===== config.mk =====
export PLATFORM = sky130hd
export DESIGN_NAME = gray_code_counter
export DESIGN_NICKNAME = d
export VERILOG_FILES = /design/src/rtl/gray_code_counter_pkg.sv /design/src/rtl/gray_code_counter_bin_to_gray.sv /design/src/rtl/gray_code_counter.sv
export SDC_FILE = /design/constraint.sdc
export NUM_CORES = 1
export LEC_CHECK = 0
export BUFFER_PORTS_ARGS = -buffer_cell sky130_fd_sc_hd__buf_2
export CORE_AREA = 3 3 40 42
export DETAILED_ROUTE_END_ITERATION = 16
export DIE_AREA = 0 0 43 45
export PLACE_DENSITY = 0.72
export SYNTH_ARGS = -nofsm -noshare
export SYNTH_HDL_FRONTEND = slang
export SYNTH_SLANG_ARGS = --single-unit

===== constraint.sdc =====
create_clock -name clk -period 2.1 [get_ports clk]
set_clock_uncertainty 0.05 [all_clocks]
set_input_delay 0 -clock clk [delete_from_list [all_inputs] [get_ports clk]]
set_output_delay 0 -clock clk [all_outputs]
set_load 0.005 [all_outputs]

===== src/rtl/gray_code_counter_pkg.sv =====
// Shared constants and the reference binary-to-Gray mapping.
// The function is also reused by the Gray decoder bench for cross-checking.
package gray_code_counter_pkg;

    localparam int DEFAULT_WIDTH = 4;

    // Operates on a 32-bit container so that any code width up to 32 can use it.
    // Callers zero-extend their value and truncate the result.
    function automatic logic [31:0] bin2gray(input logic [31:0] b);
        return b ^ (b >> 1);
    endfunction

endpackage


===== src/rtl/gray_code_counter_bin_to_gray.sv =====
// Purpose: combinational binary-to-Gray mapping, WIDTH bits wide.
// Latency: 0 cycles; pure logic with no state.
// Backpressure: none; the output always follows the input.
module bin_to_gray #(
    parameter int WIDTH = 4
) (
    input  logic [WIDTH-1:0] bin,
    output logic [WIDTH-1:0] gray
);

    assign gray = bin ^ (bin >> 1);

endmodule


===== src/rtl/gray_code_counter.sv =====
// Purpose: loadable up/down binary counter with registered Gray output and wrap pulse.
// Latency: 1 clock from en/load to bin_out, gray_out and wrap; no input-to-output comb path.
// Backpressure: none; the counter steps on every en cycle and load overrides en.
module gray_code_counter
    import gray_code_counter_pkg::*;
#(
    parameter int               WIDTH   = DEFAULT_WIDTH,
    parameter logic [WIDTH-1:0] RST_BIN = '0
) (
    input  logic             clk,
    input  logic             rst_n,
    input  logic             en,
    input  logic             up_dn,
    input  logic             load,
    input  logic [WIDTH-1:0] load_bin,
    output logic [WIDTH-1:0] bin_out,
    output logic [WIDTH-1:0] gray_out,
    output logic             wrap
);

    localparam logic [WIDTH-1:0] ONE      = WIDTH'(1);
    localparam logic [WIDTH-1:0] RST_GRAY = WIDTH'(bin2gray(32'(RST_BIN)));

    logic [WIDTH-1:0] bin_q;
    logic [WIDTH-1:0] gray_q;
    logic             wrap_q;

    logic [WIDTH-1:0] bin_nxt;
    logic [WIDTH-1:0] gray_nxt;
    logic             wrap_nxt;

    // Priority mux: load beats en, en beats hold; reset is applied in the register.
    always_comb begin
        bin_nxt  = bin_q;
        wrap_nxt = 1'b0;
        if (load) begin
            bin_nxt = load_bin;
        end else if (en) begin
            if (up_dn) begin
                bin_nxt  = bin_q + ONE;
                wrap_nxt = &bin_q;
            end else begin
                bin_nxt  = bin_q - ONE;
                wrap_nxt = ~|bin_q;
            end
        end
    end

    // Gray is derived from the next binary value so both registers update on the same edge.
    bin_to_gray #(
        .WIDTH (WIDTH)
    ) u_bin_to_gray (
        .bin  (bin_nxt),
        .gray (gray_nxt)
    );

    always_ff @(posedge clk) begin
        if (!rst_n) begin
            bin_q  <= RST_BIN;
            gray_q <= RST_GRAY;
            wrap_q <= 1'b0;
        end else begin
            bin_q  <= bin_nxt;
            gray_q <= gray_nxt;
            wrap_q <= wrap_nxt;
        end
    end

    assign bin_out  = bin_q;
    assign gray_out = gray_q;
    assign wrap     = wrap_q;

endmodule


==> impl_metrics.csv <==
group,metric,value,unit
status,outcome,"completed",
yosys,async_reset_ff_share,0,%
yosys,ys.flop_type,"dfxtp_1",
grt,grt_pass1_wl,1550,um
place,dpl.hpwl,790,um
drt,remaining_drc_errors,0,
floorplan,die_w,43,um
floorplan,core,1280,um2
drt,routed_wl,1060,um
power_and_ir_drop,worst_ir_drop_vdd,0.000373,V
yosys,yosysWarningCount,0,
final_layout,nets,87,
yosys,syn_area,494,um2
drt,via_per_inst,5.38,
place,portBuffers,17,
yosys,syn_nets,65,
sta,maxSlewHeadroom,69.7,%
hold_path,hp-class,"primary input to flop",
clocking,post_cts_buffers,0,
floorplan,fp.dieH,45,um
clocking,cts.htree.levels,1,
drt,vias,473,
clocking,clockRootBuffer,"clkbuf_4",
drt,drt_iter0_markers,5,
power_and_ir_drop,power_density,644,nW/um2
grt,grt_antenna_before_repair,0,
yosys,avgSynthCellArea,9.32,um2
yosys,yosysTopAreaCell,"dfxtp_1",
final_layout,drive_above_1_share,31.5,%
sta,fmax,0.515,GHz
clocking,cts.sinks,8,
yosys,synth_top_area_share,32.4,%
power_and_ir_drop,power.leakage,0.309,nW
yosys,ys_seq_area_share,32.4,%
critical_path,critPathRequiredTime,2.18,ns
floorplan,ioPinCount,18,
drt,met3_length,97,um
sta,worst_pin_slew,0.452,ns
grt,grt_max_degree,12,
grt,grt_pass1_vias,374,
sta,slew_violations,0,
critical_path,critPathKind,"flop to flop",
sta,tns,0,ns
sta,layout_min_cycle_time,1.94,ns
yosys,yosys.cell_types.count,33,
sta,setup_viol,0,
sta,hold_slack,0.0287,ns
run,cap_violations,0,
critical_path,path_max_fanout,7,
critical_path,critical_path_arrival,2.02,ns
drt,highest_layer,"met4",
clocking,insertion_delay,0.25,ns
yosys,synth_seq_cells,8,
clocking,cts_buffers,3,
power_and_ir_drop,finalPower,0.000406,W
sta,finalHoldViolCount,0,
sta,rsz0062_at_grt,"no",
drt,wl_met2,441,um
sta,min_period_over_period,92.6,%
floorplan,die_area,1940,um2
drt,first_pass_iters,4,
floorplan,start_util,38.5,%
drt,avgRoutedWirePerCell,12.0,um
clocking,cts_tree,"built",
yosys,synth_cells,53,
clocking,cts_buffer_depth,2,
floorplan,rows,13,
final_layout,syn_to_final_growth,27.6,%
drt,postRouteAntennaNets,0,
grt,overflow,0,
grt,gr-usage-all-layers,10.4,%
critical_path,cp-end-kind,"flop",
final_layout,diodes,0,
clocking,clk_pin_slew,0.05,ns
yosys,synth_edf_count,0,
drt,wl_met1,499,um
critical_path,startpoint_type,"flop",
yosys,synth_area_leaders,"dfxtp_1 32%, ha_1 5.1%, nor2_1 4.6%",
place,gp_congestion,0.762,
[cell usage after synthesis (2+ instances only)]
master,instances
a21oi_1,2
a31oi_1,2
buf_4,2
dfxtp_1,8
ha_1,2
inv_1,2
mux2i_1,2
nor2_1,6
nor3_1,2
xnor2_1,2
[what timing repair did]
action / 4_1_cts / 5_1_grt
hold buffers: 3 / 0
endpoints found under the setup margin: 0 / 0
gates resized for setup: 0 / 0
endpoints found under the hold margin: 3 / 0
[registers in the layout (all words and copies together), names as in the netlist]
| register | cells |
|---|---|
| bin_out | 4 |
| gray_out | 3 |
| wrap | 1 |
[power by group]
group / total (W) / switching (W) / internal (W)
sequential: 0.000181 / 0.0000133 / 0.000167
combinational: 0.000112 / 0.0000527 / 0.0000597
clock: 0.000113 / 0.0000477 / 0.0000651
total: 0.000406 / 0.000114 / 0.000292
[metal layers]
metal  GRT usage (%)  vias up
li1                -      235
met4            3.01        0
met5               0        -
met2            14.7       23
met3            5.98        2
met1            13.6      213
[stage by stage]
step	cell area (um2)	setup slack, ns	cells	utilization, %
2_1_floorplan	494	0.358	53	-
3_3_place_gp	578	0.241	82	45.0
3_5_place_dp	578	0.189	82	45.0
4_1_cts	631	0.159	88	49.1
5_1_grt	631	0.0535	88	49.1
6_report	631	0.156	88	49.1
[logic make-up after synthesis]
logic type               synth area share [%]
adder cells (fa/ha/maj)                  9.11
multiplexers                             9.37
AND/OR/NAND/NOR                          22.8
AO/OA/AOI/OAI                            15.4
buffers and inverters                    5.57
flip-flops                               32.4
XOR/XNOR                                 5.32
[critical path: stages (launching register included)]
cell      delay, ns
dfxtp_1        0.38
fa_1           0.43
xnor2_1        0.13
a211oi_1       0.43
nor3_1         0.12
mux2_4         0.28
[final cells by class]
| type | count | area, um2 |
|---|---|---|
| Clock buffer | 3 | 22.5 |
| Timing Repair Buffer | 20 | 115 |
| Fill cell | 115 | 654 |
| Multi-Input combinational cell | 40 | 307 |
| Tap cell | 15 | 18.8 |
| Sequential cell | 8 | 160 |
| Inverter | 2 | 7.51 |
[final timing paths]
path                              start                endpoint  slack, ns  cells after the start
setup reg to reg  bin_out[0]$_SDFF_PN0_  gray_out[2]$_SDFF_PN0_       0.16                      5
hold reg to reg   bin_out[0]$_SDFF_PN0_         wrap$_SDFF_PP0_       0.61                      2
setup / recovery  bin_out[0]$_SDFF_PN0_  gray_out[2]$_SDFF_PN0_       0.16                      5
hold / removal              load_bin[1]   bin_out[1]$_SDFF_PN0_       0.03                      3
[cells in the final DEF, fill, tap and decap left out, types with 2 or more instances in the layout]
cell,count
ha_1,2
nor3_1,2
inv_1,2
dlygate4sd3_1,3
dfxtp_1,8
buf_2,17
a31oi_1,2
a21oi_1,2
mux2i_1,2
xnor2_1,2
clkbuf_4,3
nor2_1,6
Note: power is estimated with default switching activity, not from simulation.
